## src/rtl/btn_debounce.sv

```systemverilog
`timescale 1ns/1ps
// -----------------------------------------------------------------------------
// btn_debounce
//
// Front end for the four board push-buttons. Each raw button is
// polarity-corrected, synchronised into the CLK domain, and debounced by a
// stability counter. A registered press or release pulse is produced for
// every accepted change of the debounced level. The four channels are
// identical and fully independent.
//
// Parameters
//   DEBOUNCE_CYCLES : consecutive CLK cycles a changed level must hold before
//                     it is accepted (>= 2). 120000 = 10 ms at 12 MHz.
//   BTN_ACTIVE_LOW  : 1 = a low raw pin means pressed. The inversion is done
//                     ahead of the synchroniser.
//
// Ports
//   CLK         in   system clock, all state on the rising edge
//   RST_N       in   asynchronous active-low reset, used directly
//   BTN1..BTN4  in   raw buttons, asynchronous to CLK, may bounce
//   BTN_STATE   out  [3:0] debounced level, bit i-1 = BTNi, 1 = pressed
//   BTN_PRESS   out  [3:0] one-cycle pulse when a BTN_STATE bit goes 0->1
//   BTN_RELEASE out  [3:0] one-cycle pulse when a BTN_STATE bit goes 1->0
//
// Timing: if edge k is the first to sample a new raw level into the first
// synchroniser flop, BTN_STATE and the matching pulse change on edge
// k + DEBOUNCE_CYCLES + 1. Every output is a flop, so there is no
// combinational path from any BTNx pin to an output.
// -----------------------------------------------------------------------------
module btn_debounce #(
   parameter int DEBOUNCE_CYCLES = 120000,
   parameter int BTN_ACTIVE_LOW  = 0
) (
   input  logic       CLK,
   input  logic       RST_N,
   input  logic       BTN1,
   input  logic       BTN2,
   input  logic       BTN3,
   input  logic       BTN4,
   output logic [3:0] BTN_STATE,
   output logic [3:0] BTN_PRESS,
   output logic [3:0] BTN_RELEASE
);

   // The counter only has to reach DEBOUNCE_CYCLES-1, so clog2 bits suffice.
   localparam int              CNT_W   = $clog2(DEBOUNCE_CYCLES);
   localparam logic [CNT_W-1:0] CNT_MAX = CNT_W'(DEBOUNCE_CYCLES - 1);
   localparam logic [CNT_W-1:0] CNT_ONE = CNT_W'(1);

   // Raw pins gathered into a vector and normalised so that 1 always means
   // pressed. Only a static inversion sits in front of the first flop, which
   // keeps the synchroniser input free of data-dependent logic.
   logic [3:0] pins;
   logic [3:0] raw;

   assign pins = {BTN4, BTN3, BTN2, BTN1};
   assign raw  = (BTN_ACTIVE_LOW != 0) ? ~pins : pins;

   for (genvar i = 0; i < 4; i++) begin : g_chan
      logic             s1;        // first synchroniser flop (may go metastable)
      logic             s2;        // second synchroniser flop, safe to use
      logic [CNT_W-1:0] cnt;       // cycles s2 has disagreed with state_q
      logic             state_q;   // debounced level
      logic             press_q;   // registered 0->1 pulse
      logic             rel_q;     // registered 1->0 pulse

      // NOTE: every state element uses non-blocking assignments so s1->s2 and
      // s2->state_q shift by exactly one edge each, independent of statement
      // order. The reset clears all of them asynchronously, so a count in
      // progress is discarded and a button held through reset is debounced
      // again from zero once RST_N rises.
      always_ff @(posedge CLK or negedge RST_N) begin
         if (!RST_N) begin
            s1      <= 1'b0;
            s2      <= 1'b0;
            cnt     <= '0;
            state_q <= 1'b0;
            press_q <= 1'b0;
            rel_q   <= 1'b0;
         end else begin
            s1      <= raw[i];
            s2      <= s1;
            // Pulses default low; they are raised only on the accepting edge
            // and therefore last exactly one cycle.
            press_q <= 1'b0;
            rel_q   <= 1'b0;

            if (s2 == state_q) begin
               // Input agrees with the accepted level: any partial count was a
               // glitch and is thrown away.
               cnt <= '0;
            end else if (cnt == CNT_MAX) begin
               // s2 has now differed on DEBOUNCE_CYCLES consecutive edges.
               // Clearing here is what keeps the counter from ever wrapping.
               cnt     <= '0;
               state_q <= s2;
               press_q <= s2;
               rel_q   <= ~s2;
            end else begin
               cnt <= cnt + CNT_ONE;
            end
         end
      end

      assign BTN_STATE[i]   = state_q;
      assign BTN_PRESS[i]   = press_q;
      assign BTN_RELEASE[i] = rel_q;
   end

endmodule

```

## config.mk

```make
export PLATFORM = sky130hd
export DESIGN_NAME = btn_debounce
export DESIGN_NICKNAME = d
export VERILOG_FILES = /design/src/rtl/btn_debounce.sv
export SDC_FILE = /design/constraint.sdc
export NUM_CORES = 1
export LEC_CHECK = 0
export ABC_AREA = 1
export BUFFER_PORTS_ARGS = -buffer_cell sky130_fd_sc_hd__buf_2
export CORE_UTILIZATION = 35
export DETAILED_ROUTE_END_ITERATION = 12
export SLEW_MARGIN = 30
export SYNTH_ARGS = -nofsm -noshare
export SYNTH_HDL_FRONTEND = slang
export SYNTH_SLANG_ARGS = --single-unit
```

## constraint.sdc

```tcl
create_clock -name CLK -period 2.2 [get_ports CLK]
set_input_delay 0.33 -clock CLK [delete_from_list [all_inputs] [get_ports CLK]]
set_output_delay 0.33 -clock CLK [all_outputs]
set_load 0.005 [all_outputs]
```

Word-level counts from Yosys, hierarchy flattened
Index checks and enable logic that the tools add are counted.
{"block": "word_totals", "out_inout_bits": 12, "register_bits": 88, "input_bits": 6}
{"block": "classes", "mux": 24, "reduce_logical": 4, "n_addsub": 4, "n_eq_ne": 8, "n_bitwise": 8}
{"op": "17-bit 2-to-1 mux", "count": 8}
{"op": "17-bit by 1-bit adder with 17-bit output (second input constant)", "count": 4}
{"op": "17-bit equality test (second input constant)", "count": 4}
{"op": "1-bit 2-to-1 mux", "count": 16}
{"op": "1-bit NOT", "count": 8}
{"op": "2-bit AND reduction", "count": 4}
{"op": "1-bit equality test", "count": 4}

Longest topological paths before layout
Gate-level depths: netlist of run 1.
{"block": "depth", "ltp_word": 3, "depth_mapped": 9, "ltp_nobuf": 9}

Worst setup path after synthesis of run 1
OpenSTA, ideal clock, no wires.
{"block": "synth_timing", "path_kind": "register to register", "from": "register g_chan[3].cnt[0]", "to": "register g_chan[3].cnt[14]", "stages_incl_launch_ff": 8, "path_buffers": 1, "synth_period_minus_slack_ps": 1297, "t_arrival_ps": 1178, "setup_slack_ps": 903, "setup_time_ps": 118, "path_cell_list": "dfrtp_1 > ha_1 > nand3_2 > nor2_1 > nand3_1 > o21ai_2 > buf_6 > nor2_1"}
{"block": "synth_via", "elab_chain_cells": 3, "word_cells_on_any_way": 4, "cone_classes": "add/sub (1); eq/ne (1); mux (2)"}
{"item": "from (decl)", "line": "62", "source": "logic [CNT_W-1:0] cnt;"}
{"item": "from (signal assigned)", "line": "100", "source": "cnt <= cnt + CNT_ONE;"}
{"item": "17-bit by 1-bit adder with 17-bit output / 17-bit equality test (equally long branches)", "line": "100, 92"}
{"item": "17-bit 2-to-1 mux *", "line": "92", "source": "end else if (cnt == CNT_MAX) begin"}
{"item": "17-bit 2-to-1 mux *", "line": "88", "source": "if (s2 == state_q) begin"}
Every way passes the cells marked *; elsewhere a longest branch is shown, timed or not.
A chain may end at the register's enable or synchronous reset.

Worst setup path in the final report of run 1
{"block": "layout_timing", "from": "register g_chan[3].cnt[0]", "to": "register g_chan[3].cnt[16]"}
The elaborated chain is that of the path after synthesis.

==> summary.md, run 1 <==
| Metric | Value |
|---|---|
| Outcome | complete, but fails checks |
| Failing checks | negative hold slack |
| Die area | 13300 um^2 |
| DR vias/cell | 4.46 |
| DRT iter0 DRCs | 230 |
| GRT Total Usage | between 10% and 20% |
| WL/cell | 10.9 um |
| Period utilization | between 60 and 70% |
| Slew HR | 62.3% |
| Seq cells post-synth | 88 |
| Layout cells sized above 1 | slightly below 10% |
| Reg area | 2200 um^2 |
| Worst setup SP type | flop |
| Setup WS post-layout | just under 700 ps |
| Ant. Diodes | 0 |
| Seq/Total Area, Yosys | 49.0% |
| Fin. Hold Viols | 5 |
| Hold crit path type | in2async |
| Critical Path End Type | flop |
| Syn Nets | 570 |
| CTS tree | done |
| Row Count | 41 |
| RSZ-0062 raised after global routing | no |
| GPL Wtd Cong | 0.844 |
| Worst slew pin tran | 566 ps |
| Clock tree sinks | 88 |
| Crit path max fanout | 11 |
| Routed Antenna Nets | 0 |
| Cells after synthesis | 560 |
| Fillers | ~1300 |
| Via count | 3355 |
| DP HPWL | 6050 um |
| Clock-pin slew on the worst setup and hold paths | 60 ps |
| Horiz. Die Dim | around 120 um |
| Distinct cells, synth | 29 |
| # H-tree levels | 3 |
| Place WS | between 600 and 700 ps |
| Initial Util | 35.7% |
| Overflow after GRT | 0 |
| Crit path DAT | 1710 ps |
| # hold bufs at CTS | 0 |
| Initial antenna violation count | 0 |
| Pleak | 2.22 nW |
| Min Clock Period, post-route | 1510 ps |
| Setup Viol. Count Final | 0 |
| Latest clock arrival within the worst-skew pair | between 300 and 400 ps |
| Final nets | 590 |
| Final Skew | 6.52 ps |
| Crit Path Class | reg2reg |
| Overall power | around 3.2 mW |
| TritonCTS buffer count | 9 |
| Yosys warning count | 0 |
| Syn_area_per_cell | 8.02 um^2 |
| F_max | 0.660 GHz |
| Reg2reg setup slack | 690 ps |
| Drc violations | 0 |
| Area of the multi-input gates | between 1500 and 2000 um^2 |
| Post-cts resize count | 0 |
| First-pass GRT wire length | ~15000 um |
| WL final | between 8000 and 9000 um |
| Ports | 18 |
| IO buf count | 17 |
| First drt pass iteration count | 4 |
| Die height | approximately 120 um |
| Hold slack | -15.5 ps |
| Setup_tns | 0 ps |
| Terminus of the critical flop-to-flop path | g_chan[3].cnt[16] |
| Area added between synthesis and finish | 11.9% |
| Max-slew violation count | 0 |
| Worst r2r src | g_chan[3].cnt[0] |
| Max Cap Viol | 0 |
| Core area | 12600 um^2 |
| R2r worst-path depth | 6 |
| WP data required | 2400 ps |
| Vias in the first global route | roughly 3300 |
| Synthesized cell area | 4490 um^2 |
| Pin count of the biggest net entering global routing | 45 |
| Clock root buffer master | clkbuf_16 |
| Power per Cell Area | roughly 650 nW/um^2 |
| IR drop worst, VDD | 0.385 mV |
| Setup bufs post-CTS | 0 |
| CTS max path bufs | 2 |
metrics by stage:
| stage | area [um^2] | util (%) | std cells |
|---|---|---|---|
| 6_report | 5020 | 40.0 | 753 |
| 3_3_place_gp | 4740 | 37.7 | 741 |
| 2_1_floorplan | 4490 | - | 560 |
| 4_1_cts | 5020 | 40.0 | 753 |
| 3_5_place_dp | 4740 | 37.7 | 741 |
| 5_1_grt | 5020 | 40.0 | 753 |
sequential cells by signal, indices dropped and copies added, names as in the netlist:
| register | cells |
|---|---|
| g_chan.cnt | 68 |
| g_chan.press_q | 4 |
| g_chan.rel_q | 4 |
| g_chan.s1 | 4 |
| g_chan.s2 | 4 |
| g_chan.state_q | 4 |
report_power, final:
group	switching [mW]	leakage [nW]	internal, mW	total, mW
Clock	0.561	0.139	0.916	1.48
Sequential	0.0213	1.20	1.64	1.67
Combinational	0.0747	0.883	0.0318	0.106
Total	0.657	2.22	2.59	3.25
synthesized netlist by cell type:
| library cell | count | area [um^2] |
|---|---|---|
| and2_0 | 1 | 6.26 |
| nor2_4 | 3 | 33.8 |
| o21ai_1 | 1 | 5.00 |
| inv_1 | 61 | 229 |
| nand4_1 | 7 | 43.8 |
| a21oi_1 | 2 | 10.0 |
| o21ai_2 | 1 | 8.76 |
| buf_4 | 12 | 90.1 |
| nand4_4 | 1 | 21.3 |
| xnor2_1 | 9 | 78.8 |
| nor2_1 | 144 | 541 |
| nor3_1 | 13 | 65.1 |
| nand3_2 | 5 | 50.1 |
| and2_1 | 1 | 6.26 |
| nor3_2 | 1 | 10.0 |
| nand2_2 | 3 | 18.8 |
| nand3_1 | 25 | 125 |
| xor2_1 | 28 | 245 |
| nor2_2 | 8 | 50.1 |
| o21bai_1 | 5 | 37.5 |
| o21ai_0 | 8 | 40.0 |
| ha_1 | 4 | 50.1 |
| nor3b_1 | 3 | 22.5 |
| dfrtp_1 | 88 | 2200 |
| buf_6 | 1 | 11.3 |
| nand3b_1 | 2 | 15.0 |
| a31oi_1 | 2 | 12.5 |
| nand2_1 | 120 | 450 |
| nand2_4 | 1 | 11.3 |
cells in the final DEF, fill, tap and decap left out, types with 5 or more instances in the layout:
cell,netlist,layout
nor2_1,144,144
nand2_1,120,120
dfrtp_1,88,88
inv_1,61,61
xor2_1,28,28
nand3_1,25,25
buf_2,0,16
nor3_1,13,13
xnor2_1,9,9
clkbuf_16,0,9
nor2_2,8,8
o21ai_0,8,8
nand4_1,7,7
nand3_2,5,5
o21bai_1,5,5
buf_4,12,5
worst max-delay path, cell delays in order (launching register included):
cell and delay [ps]:
dfrtp_1 390, ha_1 220, nand3_2 150, nor2_1 140
nand3_1 140, o21ai_2 240, nor2_1 110
layout make-up:
class                   instances  share of cell area (%)
flip-flops and latches         88                    43.8
multi-input cells             398                    39.0
clock buffers                  11                    5.03
inverters                      61                    4.56
well taps                     172                    4.28
repair buffers                 22                    2.74
clock inverters                 1                   0.598
metal layers:
metal  vias to the layer above  wire length (um)  global-route usage, %
met3                        15               251                   3.16
met2                        50              3880                   23.8
li1                       1758                 -                      -
met4                         0               147                   5.19
met1                      1532              3930                   17.0
met5                         -                 0                      0
worst max path at each step:
stage                      from                end  slack (ps)  cells past startpoint
6_report       g_chan[3].cnt[0]  g_chan[3].cnt[16]         690                      6
5_1_grt        g_chan[3].cnt[0]  g_chan[3].cnt[16]         490                      6
4_1_cts        g_chan[3].cnt[0]  g_chan[3].cnt[16]         660                      6
3_5_place_dp   g_chan[3].cnt[0]  g_chan[3].cnt[14]         680                      6
3_3_place_gp   g_chan[3].cnt[0]  g_chan[3].cnt[16]         700                      6
2_1_floorplan  g_chan[3].cnt[0]  g_chan[3].cnt[14]         900                      7
cells by family (layout without fill, tap and decap cells):
family | after synthesis | in the layout | share of synthesized area [%]
buf+inv | 74 | 95 | 7.36
flops | 88 | 88 | 49.0
simple gates | 338 | 338 | 32.7
fa+ha+maj | 4 | 4 | 1.11
xor+xnor | 37 | 37 | 7.22
compound gates | 19 | 19 | 2.54
Note: power is estimated with default switching activity, not from simulation.
==> inputs of run 2 (changes only) <==
==> constraint.sdc (replaced) <==
create_clock -name CLK -period 1.5 [get_ports CLK]
set_input_delay 0.225 -clock CLK [delete_from_list [all_inputs] [get_ports CLK]]
set_output_delay 0.225 -clock CLK [all_outputs]
set_load 0.005 [all_outputs]
==> run 2 against run 1 <==
The run now ends clean. First-iteration DRC count up 14%. Final area is 3.4% higher. Clock power grew 41%. Cell count is 2.1% higher. Core utilization grew 1.4 points. Critical path depth up 2. Critical path type unchanged.
==> summary.md, run 2 (synthesis results as in run 1) <==
| Metric | Value |
|---|---|
| Fin. Hold Viols | 0 (was 5) |
| CTS max path bufs | 2 (unchanged) |
| Overflow after GRT | 0 (unchanged) |
| Hold slack | 296 ps (was -15.5 ps) |
| Pleak | 2.28 nW (was 2.22 nW) |
| Core area | 12600 um^2 (unchanged) |
| Place WS | 38.6 ps (was 676 ps) |
| # placed instances | 743 (was 741) |
| Int Pwr | 3.67 mW (was 2.59 mW) |
| Latest clock arrival within the worst-skew pair | 350 ps (was 330 ps) |
| Initial Util | 35.7% (unchanged) |
| F_max | 0.707 GHz (was 0.660 GHz) |
| TritonCTS buffer count | 9 (unchanged) |
| Slowest-stage cell, CP | dfrtp_1 (unchanged) |
| Switch Pwr | 1.04 mW (was 0.657 mW) |
| CP max stage delay | 380 ps (was 390 ps) |
| Min Clock Period, post-route | 1410 ps (was 1510 ps) |
| Via count | 3454 (was 3355) |
| Max reg flops | 68 (unchanged) |
| Critical Path End Type | flop (unchanged) |
| Crit Path Class | reg2reg (unchanged) |
| Crit path DAT | 1640 ps (was 1710 ps) |
| Worst setup SP type | flop (unchanged) |
| Fillers | 1222 (was 1255) |
| Area post-placement | 4760 um^2 (was 4740 um^2) |
| Overall power | 4.71 mW (was 3.25 mW) |
| Setup WS post-layout | 86.4 ps (was 685 ps) |
| WP data required | 1720 ps (was 2400 ps) |
| Max-slew violation count | 0 (unchanged) |
| GPL Wtd Cong | 0.878 (was 0.844) |
| First-pass GRT wire length | 14200 um (was 14600 um) |
| CP most frequent cell | nand2_1 (was nor2_1) |
| Reg2reg setup slack | 90 ps (was 690 ps) |
| Switching share of power | 22.1% (was 20.2%) |
| R2r worst-path depth | 8 (was 6) |
| Max Cap Viol | 0 (unchanged) |
| Row Count | 41 (unchanged) |
| Die height | 115 um (unchanged) |
| Crit path from | g_chan[3].cnt[0] (unchanged) |
| Drc violations | 0 (unchanged) |
| Crit path max fanout | 4 (was 11) |
| Commonest non-fill, non-tap cell in the layout | nor2_1 (unchanged) |
| Post-route cell area | 5200 um^2 (was 5020 um^2) |
| Worst slew pin tran | 442 ps (was 566 ps) |
| DR vias/cell | 4.49 (was 4.46) |
| Setup Viol. Count Final | 0 (unchanged) |
| Die area | 13300 um^2 (unchanged) |
| Flop pwr share | 51.8% (was 51.3%) |
| Initial antenna violation count | 0 (unchanged) |
| Gate power share | 3.8% (was 3.3%) |
| Terminus of the critical flop-to-flop path | g_chan[3].cnt[12] (was g_chan[3].cnt[16]) |
| Most frequent cells in the layout | nor2_1, nand2_1, dfrtp_1 (unchanged) |
| Post-layout util | 41.4% (was 40.0%) |
| DP HPWL | 6060 um (was 6050 um) |
| Ports | 18 (unchanged) |
| Most flops, register | g_chan.cnt (unchanged) |
| # H-tree levels | 3 (unchanged) |
| Worst r2r src | g_chan[3].cnt[0] (unchanged) |
| Clock-pin slew on the worst setup and hold paths | 60 ps (about the same) |
| Crit-path cells | ha_2 -> nand3_2 -> nor2_4 -> nand2_1 -> inv_1 -> nand3_1 -> nand2_1 -> nor2_1 (was ha_1 -> nand3_2 -> nor2_1 -> nand3_1 -> o21ai_2 -> nor2_1) |
| DRT iter0 DRCs | 262 (was 230) |
| Final Skew | 6.90 ps (was 6.52 ps) |
| Area added between synthesis and finish | 15.7% (was 11.9%) |
| Final nets | 603 (was 590) |
| Pin count of the biggest net entering global routing | 44 (was 45) |
| Layout cells sized above 1 | 13.1% (was 9.81%) |
| Hold crit path type | in2async (unchanged) |
| Ant. Diodes | 0 (unchanged) |
| Non-Filler Instances | 769 (was 753) |
| Power per Cell Area | 906 nW/um^2 (was 646 nW/um^2) |
| Period utilization | 94.2% (was 68.9%) |
| First drt pass iteration count | 5 (was 4) |
| Clock root buffer master | clkbuf_16 (unchanged) |
| WL/cell | 11.0 um (was 10.9 um) |
| GRT Total Usage | 13.8% (was 13.9%) |
| Setup_tns | 0 ps (unchanged) |
| Horiz. Die Dim | 115 um (unchanged) |
| CTS tree | done (unchanged) |
| Vias in the first global route | 3228 (was 3320) |
| Clock power share | 44.3% (was 45.5%) |
| Slew HR | 70.4% (was 62.3%) |
| IO buf count | 17 (unchanged) |
| Outcome | finished clean (was complete, but fails checks) |
| WL final | 8490 um (was 8220 um) |
| Routed Antenna Nets | 0 (unchanged) |
| IR drop worst, VDD | 0.559 mV (was 0.385 mV) |
| Clock tree sinks | 88 (unchanged) |
-- run 2: cell types whose count changed in the layout (fill, tap and decap cells not counted), sizes merged, moves of 2 or more --
cell,change
clkinv,+2
nand2,+2
buf,+5
dlygate4sd3,+5
-- run 2: layout make-up --
cell class / count / area, um^2 / share of cell area (%)
clock buffers: 12 / 256 / 4.94
multi-input cells: 401 / 2050 / 39.5
flip-flops and latches: 88 / 2200 / 42.4
inverters: 61 / 229 / 4.41
repair buffers: 32 / 225 / 4.33
clock inverters: 3 / 17.5 / 0.337
well taps: 172 / 215 / 4.14
-- run 2: per-layer routing --
layer,track usage [%],share of wire [%],vias to the layer above
met5,0,0,-
met4,7.53,2.5,0
met3,2.42,3.3,18
met2,22.5,46,59
met1,17.3,49,1592
li1,-,-,1785
-- run 2: what timing repair did --
action	4_1_cts	5_1_grt
hold buffers	5	0
buffers inserted	0	3
endpoints found under the hold margin	19	0
endpoints found under the setup margin	0	47
gates resized for setup	0	18
-- run 2: power groups by stage --
stage                     Clock, mW  Combinational (mW)  Sequential [mW]
after global placement            0               0.161             2.48
after floorplan                   0              0.0752             2.48
after global routing           2.23               0.212             2.45
after detailed placement          0               0.163             2.48
final                          2.09               0.179             2.44
after CTS                      2.14               0.175             2.44
-- run 2: worst max-delay path by stage --
stage                        endpoint  slack, ps  cells past startpoint
floorplan           g_chan[3].cnt[14]        200                      7
global placement    g_chan[3].cnt[16]         90                      6
detailed placement  g_chan[2].cnt[14]         40                      6
CTS                 g_chan[2].cnt[14]         30                      6
global route         g_chan[0].cnt[6]         -7                      6
finish              g_chan[3].cnt[12]         90                      8
-- run 2: worst max-delay path, delay by kind of cell, from the launching register on --
family | cells | cell delay (ps)
AND/OR/NAND/NOR | 6 | 610
adder cells (fa/ha/maj) | 1 | 210
buffers and inverters | 1 | 100
flip-flops | 1 | 380
